<file path="src/rtl/pe_layer_scheduler.sv">
// pe_layer_scheduler: sequences one conv layer across the PE column controllers
// and the fm_guard_gen controller, repeating for every output-channel pass.
//
// Ports:
//   clk, rst_n        clock, async active-low reset
//   cfg_valid/ready   layer descriptor handshake (cfg_col_num, cfg_co_pass)
//   abort             synchronous abort pulse, returns to IDLE without layer_done
//   pe_col_valid      per-column start request, held until pe_col_ready
//   pe_col_finish     per-column finished pulse
//   layer_finish_col  sticky per-column finished mask for the current pass
//   gate_col          columns unused by the current layer (adder trees see zero)
//   fg_valid/ready    start handshake to the fm_guard_gen controller
//   fg_finish         fm_guard_gen finished pulse
//   busy              scheduler not idle
//   pass_idx          current output-channel pass, 0-based
//   layer_done        one-cycle pulse when the layer is complete
module pe_layer_scheduler #(
  parameter int unsigned N_COL = 4,
  parameter int unsigned CW    = $clog2(N_COL + 1)
) (
  input  logic             clk,
  input  logic             rst_n,
  input  logic             cfg_valid,
  output logic             cfg_ready,
  input  logic [CW-1:0]    cfg_col_num,
  input  logic [7:0]       cfg_co_pass,
  input  logic             abort,
  output logic [N_COL-1:0] pe_col_valid,
  input  logic [N_COL-1:0] pe_col_ready,
  input  logic [N_COL-1:0] pe_col_finish,
  output logic [N_COL-1:0] layer_finish_col,
  output logic [N_COL-1:0] gate_col,
  output logic             fg_valid,
  input  logic             fg_ready,
  input  logic             fg_finish,
  output logic             busy,
  output logic [7:0]       pass_idx,
  output logic             layer_done
);

  typedef enum logic [1:0] {IDLE, LAUNCH, RUN, DONE} state_t;

  state_t           state;
  logic [N_COL-1:0] active;
  logic [N_COL-1:0] launched;
  logic [N_COL-1:0] col_done;
  logic             fg_launched;
  logic             fg_done;
  logic [7:0]       passes;

  logic             accept;
  logic [CW-1:0]    cap_num;
  logic [N_COL-1:0] cap_active;
  logic [7:0]       cap_passes;
  logic [N_COL-1:0] launched_nx;
  logic             fg_launched_nx;
  logic [N_COL-1:0] col_done_nx;
  logic             fg_done_nx;
  logic             all_launched;
  logic             all_done;
  logic             last_pass;

  // Descriptor decode and handshake / completion bookkeeping
  always_comb begin
    accept     = 1'b0;
    cap_num    = cfg_col_num;
    cap_active = '0;
    cap_passes = cfg_co_pass;

    if (state == IDLE) accept = cfg_valid & cfg_ready & ~abort;
    if (cfg_col_num > CW'(N_COL)) cap_num = CW'(N_COL);
    for (int unsigned j = 0; j < N_COL; j++) cap_active[j] = (CW'(j) < cap_num);
    if (cfg_co_pass == 8'd0) cap_passes = 8'd1;

    launched_nx    = launched | (pe_col_valid & pe_col_ready);
    fg_launched_nx = fg_launched | (fg_valid & fg_ready);
    // Finishes only count for columns that were actually started
    col_done_nx    = col_done | (pe_col_finish & launched & active);
    fg_done_nx     = fg_done | (fg_finish & fg_launched);
    all_launched   = ((launched_nx & active) == active) & fg_launched_nx;
    all_done       = ((col_done & active) == active) & fg_done;
    last_pass      = (pass_idx == (passes - 8'd1));
  end

  // Layer sequencer
  always_ff @(posedge clk or negedge rst_n) begin
    if (!rst_n) begin
      state            <= IDLE;
      active           <= '0;
      launched         <= '0;
      col_done         <= '0;
      fg_launched      <= 1'b0;
      fg_done          <= 1'b0;
      passes           <= 8'd1;
      cfg_ready        <= 1'b1;
      pe_col_valid     <= '0;
      fg_valid         <= 1'b0;
      layer_finish_col <= '0;
      gate_col         <= '1;
      busy             <= 1'b0;
      pass_idx         <= 8'd0;
      layer_done       <= 1'b0;
    end else begin
      layer_done <= 1'b0;
      if (abort && state != IDLE) begin
        state            <= IDLE;
        launched         <= '0;
        col_done         <= '0;
        fg_launched      <= 1'b0;
        fg_done          <= 1'b0;
        cfg_ready        <= 1'b1;
        pe_col_valid     <= '0;
        fg_valid         <= 1'b0;
        layer_finish_col <= '0;
        gate_col         <= '1;
        busy             <= 1'b0;
        pass_idx         <= 8'd0;
      end else begin
        case (state)
          IDLE: begin
            if (accept) begin
              active           <= cap_active;
              passes           <= cap_passes;
              pass_idx         <= 8'd0;
              gate_col         <= ~cap_active;
              cfg_ready        <= 1'b0;
              busy             <= 1'b1;
              launched         <= '0;
              col_done         <= '0;
              fg_launched      <= 1'b0;
              fg_done          <= 1'b0;
              layer_finish_col <= '0;
              // Empty layer completes without launching anything
              if (cap_num == CW'(0)) begin
                state      <= DONE;
                layer_done <= 1'b1;
              end else begin
                state        <= LAUNCH;
                pe_col_valid <= cap_active;
                fg_valid     <= 1'b1;
              end
            end
          end
          LAUNCH: begin
            launched         <= launched_nx;
            fg_launched      <= fg_launched_nx;
            col_done         <= col_done_nx;
            fg_done          <= fg_done_nx;
            layer_finish_col <= col_done_nx;
            if (all_launched) begin
              state        <= RUN;
              pe_col_valid <= '0;
              fg_valid     <= 1'b0;
            end else begin
              pe_col_valid <= active & ~launched_nx;
              fg_valid     <= ~fg_launched_nx;
            end
          end
          RUN: begin
            col_done         <= col_done_nx;
            fg_done          <= fg_done_nx;
            layer_finish_col <= col_done_nx;
            if (all_done) begin
              if (last_pass) begin
                state      <= DONE;
                layer_done <= 1'b1;
              end else begin
                // Next output-channel pass: relaunch everything from scratch
                state            <= LAUNCH;
                pass_idx         <= pass_idx + 8'd1;
                launched         <= '0;
                col_done         <= '0;
                fg_launched      <= 1'b0;
                fg_done          <= 1'b0;
                layer_finish_col <= '0;
                pe_col_valid     <= active;
                fg_valid         <= 1'b1;
              end
            end
          end
          DONE: begin
            state     <= IDLE;
            cfg_ready <= 1'b1;
            busy      <= 1'b0;
            pass_idx  <= 8'd0;
            gate_col  <= '1;
          end
          default: state <= IDLE;
        endcase
      end
    end
  end

endmodule

</file>
<file path="config.mk">
export PLATFORM = sky130hd
export DESIGN_NAME = pe_layer_scheduler
export DESIGN_NICKNAME = d
export VERILOG_FILES = /design/src/rtl/pe_layer_scheduler.sv
export SDC_FILE = /design/constraint.sdc
export NUM_CORES = 1
export LEC_CHECK = 0
export BUFFER_PORTS_ARGS = -buffer_cell sky130_fd_sc_hd__buf_4
export CAP_MARGIN = 15
export CORE_UTILIZATION = 40
export CTS_BUF_LIST = sky130_fd_sc_hd__clkbuf_8 sky130_fd_sc_hd__clkbuf_16
export CTS_CLUSTER_SIZE = 40
export DETAILED_ROUTE_END_ITERATION = 10
export PLACE_DENSITY = 0.65
export SYNTH_ARGS = -nofsm -noshare
export SYNTH_HDL_FRONTEND = slang
export SYNTH_SLANG_ARGS = --single-unit
</file>
<file path="constraint.sdc">
create_clock -name clk -period 8.2 [get_ports clk]
set_clock_uncertainty 0.2 [all_clocks]
set_input_delay 1.23 -clock clk [delete_from_list [all_inputs] [get_ports clk]]
set_output_delay 1.23 -clock clk [all_outputs]
set_load 0.01 [all_outputs]
</file>
==> reports/qor.txt, run 1 <==
Initial core utilization -> 0.412
Clock Latency Late Sink -> 300 ps
Die Y -> 82.7 µm
Vias in the first global route -> 2,251
Final instance count without filler cells -> 410
Seq/Total Area, Yosys -> 0.426
Arrival @ worst endpoint -> 3450 ps
Slowest-stage cell, CP -> nor3_1
Worst Hold Path EP -> fg_done$_DFFE_PN0P_
Number of synthesized flops with an enable pin -> 0
Vias/cell -> 5.76
Nets -> 364
CTS Buf Count -> 5
Synth async-reset ratio -> 1.00
Clock transition at path regs -> 80 ps
H-Tree Depth -> 2
Antenna Nets Post-Route -> 0
CTS hold repair buffers -> 0
Comb pwr share -> 0.469
Switching Share -> 0.418
GR Util met3 -> 0.0385
Mapped Area -> 0.00260 mm²
DRT Pass-1 Iters -> 4
Clock power share -> 0.172
Post-synthesis cell count -> 290
First-pass GRT wire length -> 11,200 µm
Met1 usage -> 0.315
Part of the power in registers -> 0.359
Cts repair resizes -> 0
Critical path class -> reg2reg
Crit path max-delay family -> simple AND/OR/NAND/NOR gates
Setup crit start -> state[0]$_DFFE_PN0P_
Most frequent cells in the layout -> buf_4 (48), nand2_1 (44), dfrtp_1 (38), o21ai_0 (19), a21oi_1 (17)
Buffers on Ports -> 48
Worst Hold Class -> reg2reg
Area leader, netlist -> dfrtp_1
Total number of vias -> 2,362
RD Place Congestion -> 0.866
Setup Viol. Count Final -> 0
Min-delay src -> fg_done$_DFFE_PN0P_
Max Slew Vio Count -> 0
Most common cell after layout, fill and taps aside -> buf_4
ANT cells -> 0
Crit Path Max Fanout -> 18
Final hold vios -> 0
Gr ovfl total -> 0
CTS tree -> done
Synth cell types -> 60
Share of the synthesized area in the top cell type -> 0.365
Drt wl/cell -> 16.4 µm
Flops & latches, synth -> 44
Min Tclk post-route -> 3410 ps
Ranking of synthesized cells by area -> dfrtp_1 (37%), nand2_1 (6.3%), dfstp_2 (6.1%), o21ai_0 (3.7%), ha_1 (3.4%)
R2r startpoint -> state[0]$_DFFE_PN0P_
Core area -> 0.00631 mm²
Die X -> 82.7 µm
Io pins -> 49
Clock Sinks -> 44
Post-CTS Setup Bufs -> 0
Layout cells sized above 1 -> 0.222
Switching power -> 444 µW
Largest net degree at the start of global routing -> 45
Full die area -> 0.00683 mm²
Worst VDD drop -> 0.139 mV
Endpoint class of the critical path -> flop
Reg2Reg Depth -> 8
Gr busiest metal -> met2
Layout area overhead -> 19.1%
Slowest stage delay, CP -> 580 ps
GR Util All Layers -> 0.219
WL final -> 6710 µm
CP startpoint kind -> flop
Row cnt -> 29
Tcrit/Tclk final -> 0.416
Measured slew at the worst slew-check pin -> 965 ps
Maxcap violations -> 0
Power per cell area -> 342 mW/mm²
Critical R2R Capture -> pe_col_valid[1]$_DFFE_PN0P_
Status -> finished, final reports clean
WP buf/inv -> 1
WHS -> 296 ps
TNS Setup -> 0 ps
Unrepaired setup endpoints after global routing -> no
Initial antenna violation count -> 0
Required time of the critical path -> 8240 ps
Hold Path Stages -> 1
DRC -> 0
Main flop type after synthesis -> dfrtp_1
DR iter-0 viols -> 231
Worst rel slew slack -> 0.354
Pint -> 617 µW
Syn avg cell area -> 8.97 µm²
Dpl hpwl -> 4920 µm
Worst-path cell chain -> inv_1 -> ha_1 -> nand3_1 -> nand2b_1 -> o21ai_0 -> nand2_1 -> nor3_1 -> a32o_1
Flop-to-flop setup slack -> 4790 ps
M2 GR Usage -> 0.329
Placed Cells -> 402
Syn_nets -> 322
P_leak -> 1.40 nW
Fmax -> 293 MHz
Count of warnings emitted by yosys -> 0
Root Driver -> clkbuf_8
CTS max path bufs -> 2
## kinds of logic (layout without fill, tap and decap cells)
logic type	after synthesis	in the layout	share of synthesized area
compound gates	89	89	0.234
buf+inv	29	72	0.0562
flops	44	44	0.426
mux	3	3	0.0125
simple gates	109	109	0.207
fa+ha+maj	7	7	0.0337
xor+xnor	9	9	0.0303
## worst reg2reg max path: stages, from the launching register on
cell	delay [ps]
dfrtp_1	410
inv_1	120
ha_1	520
nand3_1	300
nand2b_1	370
o21ai_0	310
nand2_1	320
nor3_1	580
a32o_1	210
## synth_stat cells (all sizes together), types with 3 or more instances
cell type and instances:
clkbuf 7, nand3b 3, or4 3, o2bb2ai 4
buf 6, and3 5, a21oi 17, or3 4
a31oi 6, xor2 4, o21ai 21, o21a 7
ha 7, a32o 5, nand3 13, nor2 10
o22ai 6, xnor2 5, dfrtp 38, nor3 15
nand2 44, o22a 4, a22oi 3, nand2b 4
inv 16, dfstp 6
## through the flow
stage          power [mW]  cell area (µm²)  utilization  setup slack [ps]
2_1_floorplan       0.722             2600            -              5150
3_3_place_gp        0.866             2970        0.471              4770
3_5_place_dp        0.874             2970        0.471              4650
4_1_cts              1.06             3100        0.491              4830
5_1_grt              1.15             3100        0.491              4450
6_report             1.06             3100        0.491              4790
## worst max-delay path by stage
stage	cells past startpoint	slack, ps	to
after floorplan	7	5150	col_done[3]$_DFFE_PN0P_
after global placement	7	4770	pe_col_valid[3]$_DFFE_PN0P_
after detailed placement	7	4650	pe_col_valid[1]$_DFFE_PN0P_
after CTS	8	4830	pe_col_valid[1]$_DFFE_PN0P_
after global routing	8	4450	pe_col_valid[1]$_DFFE_PN0P_
final	8	4790	pe_col_valid[1]$_DFFE_PN0P_
## power groups by stage
stage	Sequential, mW	Combinational (mW)	Clock [mW]
after global routing	0.392	0.559	0.196
after floorplan	0.370	0.352	0
after CTS	0.379	0.495	0.186
after global placement	0.381	0.485	0
after detailed placement	0.383	0.492	0
final	0.380	0.498	0.183
## routing by layer
metal  part of all wire  vias up
li1                   -     1146
met1               0.48     1130
met2               0.46       78
met3              0.044        8
met4              0.014        0
met5                  0        -
## cell type report
cell class	count	area (µm²)
Fill cell	644	3210
Multi-Input combinational cell	217	1350
Sequential cell	44	1110
Timing Repair Buffer	48	360
Clock buffer	7	96.3
Tap cell	77	96.3
Inverter	16	60.1
Clock inverter	1	30.0
## state kept, by name, indices dropped and copies added (netlist names)
signal / flops
pass_idx: 8
passes: 8
active: 4
col_done: 4
gate_col: 4
launched: 4
pe_col_valid: 4
state: 2
busy: 1
cfg_ready: 1
fg_done: 1
fg_launched: 1
fg_valid: 1
layer_done: 1
Power figures use the tool's default switching activity.
==> inputs of run 2 (changes only) <==
Clock period 8.2 ns to 3.2 ns, I/O delays scaled along.
==> run 2 against run 1 <==
  * Sequential power grew to 2.6 times the previous value
  * Clock-buffer cell count shrank 2
  * Clock power grew 91%
  * Sequential cell count is the same
  * Critical endpoint unchanged
  * Fmax grew 17%
  * Sequential share of layout area shrank 0.12 points
  * Register-to-register slack lost 4500 ps
  * Design area grew 0.32%
==> reports/qor.txt, run 2 (same netlist as run 1, synthesis figures left out) <==
CTS Buf Count -> 5 (unchanged)
Initial core utilization -> 0.412 (unchanged)
Post-route cell area -> 0.00311 mm² (was 0.00310 mm²)
Largest net degree at the start of global routing -> 45 (unchanged)
CTS max path bufs -> 2 (unchanged)
Antenna Nets Post-Route -> 0 (unchanged)
Layout cells sized above 1 -> 0.236 (was 0.222)
WL final -> 6880 µm (was 6710 µm)
Row cnt -> 29 (unchanged)
Critical path class -> reg2reg (unchanged)
Final hold vios -> 0 (unchanged)
Worst Hold Path EP -> passes[7]$_DFFE_PN0P_ (was fg_done$_DFFE_PN0P_)
Min-delay src -> cfg_co_pass[7] (was fg_done$_DFFE_PN0P_)
Io pins -> 49 (unchanged)
Most frequent cells in the layout -> buf_4 (53), nand2_1 (44), dfrtp_1 (38), o21ai_0 (19), a21oi_1 (17) (was buf_4 (48), nand2_1 (44), dfrtp_1 (38), o21ai_0 (19), a21oi_1 (17))
WP buf/inv -> 1 (unchanged)
DRC -> 0 (unchanged)
ANT cells -> 0 (unchanged)
Power per cell area -> 850 mW/mm² (was 342 mW/mm²)
Required time of the critical path -> 3200 ps (was 8240 ps)
Worst VDD drop -> 0.334 mV (was 0.139 mV)
Tcrit/Tclk final -> 0.913 (was 0.416)
Flop-to-flop setup slack -> 280 ps (was 4790 ps)
P_leak -> 1.41 nW (was 1.40 nW)
Post-CTS Setup Bufs -> 0 (unchanged)
TNS Setup -> 0 ps (unchanged)
DR iter-0 viols -> 178 (was 231)
Arrival @ worst endpoint -> 2920 ps (was 3450 ps)
Gr ovfl total -> 0 (unchanged)
RD Place Congestion -> 0.854 (was 0.866)
Slowest stage delay, CP -> 600 ps (was 580 ps)
Multi-input logic area -> 0.00135 mm² (about the same)
CTS tree -> done (unchanged)
Slowest-stage cell, CP -> dfstp_2 (was nor3_1)
Total number of vias -> 2,362 (unchanged)
Worst-path cell chain -> inv_1 -> ha_1 -> xor2_1 -> nand3_1 -> nor4b_1 -> and3_2 -> nor3_1 -> a32o_1 (was inv_1 -> ha_1 -> nand3_1 -> nand2b_1 -> o21ai_0 -> nand2_1 -> nor3_1 -> a32o_1)
Full die area -> 0.00683 mm² (unchanged)
Layout area overhead -> 19.5% (was 19.1%)
Endpoint class of the critical path -> flop (unchanged)
Top Registers -> pass_idx x8, passes x8 (unchanged)
Crit path max-delay family -> simple AND/OR/NAND/NOR gates (unchanged)
Clock Sinks -> 44 (unchanged)
Critical R2R Capture -> pe_col_valid[1]$_DFFE_PN0P_ (unchanged)
Maxcap violations -> 0 (unchanged)
CP startpoint kind -> flop (unchanged)
Clock Latency Late Sink -> 300 ps (about the same)
Core area -> 0.00631 mm² (unchanged)
Min Tclk post-route -> 2920 ps (was 3410 ps)
Status -> finished, final reports clean (unchanged)
Initial antenna violation count -> 0 (unchanged)
Max Slew Vio Count -> 0 (unchanged)
Placement Cell Area -> 0.00301 mm² (was 0.00297 mm²)
Worst Hold Class -> in2reg (was reg2reg)
Hold Path Stages -> 3 (was 1)
GR Util All Layers -> 0.219 (about the same)
Unrepaired setup endpoints after global routing -> no (unchanged)
DRT Pass-1 Iters -> 4 (unchanged)
Drt wl/cell -> 16.5 µm (was 16.4 µm)
Most common cell after layout, fill and taps aside -> buf_4 (unchanged)
H-Tree Depth -> 2 (unchanged)
Register Area -> 0.00111 mm² (unchanged)
Fillers -> 641 (was 644)
First-pass GRT wire length -> 11,100 µm (was 11,200 µm)
Vias/cell -> 5.68 (was 5.76)
Measured slew at the worst slew-check pin -> 610 ps (was 965 ps)
Buffers on Ports -> 48 (unchanged)
Die Y -> 82.7 µm (unchanged)
Setup Viol. Count Final -> 0 (unchanged)
Worst rel slew slack -> 0.591 (was 0.354)
Clock transition at path regs -> 90 ps (was 80 ps)
Dpl hpwl -> 4940 µm (was 4920 µm)
Nets -> 370 (was 364)
R2r startpoint -> passes[0]$_DFFE_PN1P_ (was state[0]$_DFFE_PN0P_)
Root Driver -> clkbuf_8 (unchanged)
Reg2Reg Depth -> 8 (unchanged)
Fmax -> 342 MHz (was 293 MHz)
Die X -> 82.7 µm (unchanged)
Crit Path Max Fanout -> 14 (was 18)
Vias in the first global route -> 2,275 (was 2,251)
run 2: layout make-up:
cell class / instances / share of cell area
clock buffer: 5 / 0.0221
multi-input combinational: 217 / 0.434
sequential: 44 / 0.357
clock inverter: 3 / 0.00604
timing repair buffer: 54 / 0.131
tap: 77 / 0.0310
inverter: 16 / 0.0193
run 2: per-stage QoR:
step	utilization	hold WS, ps	cells	worst slack (ps)	power, mW
CTS	0.492	173	416	86.6	2.64
global route	0.492	176	416	52.3	2.85
finish	0.492	178	416	279	2.64
floorplan	-	-15.6	290	602	1.85
global placement	0.477	275	407	195	2.25
detailed placement	0.477	290	407	102	2.27
run 2: worst max-delay path by stage:
stage                           from                           to  slack [ps]  cells after the start
2_1_floorplan   state[0]$_DFFE_PN0P_      col_done[3]$_DFFE_PN0P_         600                     10
4_1_cts        passes[0]$_DFFE_PN1P_  pe_col_valid[1]$_DFFE_PN0P_          90                      8
3_3_place_gp   passes[0]$_DFFE_PN1P_         fg_valid$_DFFE_PN0P_         190                      8
5_1_grt        passes[0]$_DFFE_PN1P_  pe_col_valid[1]$_DFFE_PN0P_          50                      8
3_5_place_dp   passes[0]$_DFFE_PN1P_  pe_col_valid[1]$_DFFE_PN0P_         100                      8
6_report       passes[0]$_DFFE_PN1P_  pe_col_valid[1]$_DFFE_PN0P_         280                      8
run 2: per-layer routing:
metal | up-vias | GRT usage | share of wire
li1 | 1150 | - | -
met3 | 15 | 0.0451 | 0.039
met5 | - | 0 | 0
met1 | 1141 | 0.300 | 0.47
met2 | 56 | 0.339 | 0.47
met4 | 0 | 0.0793 | 0.020
run 2: tightest hold or removal path, cell delays in order:
cell     delay, ps
buf_4           80
nand2_1         40
nand2_1         50
run 2: repair_timing:
item / CTS / global route
endpoints found under the setup margin: 0 / 9
hold endpoints to repair: 37 / 0
hold buffers: 1 / 0
resized for setup: 0 / 1
run 2: report_power, final:
| part | internal [mW] | leakage, nW | switching (mW) |
|---|---|---|---|
| sequential | 0.763 | 0.563 | 0.214 |
| combinational | 0.564 | 0.801 | 0.752 |
| clock | 0.152 | 0.0479 | 0.198 |
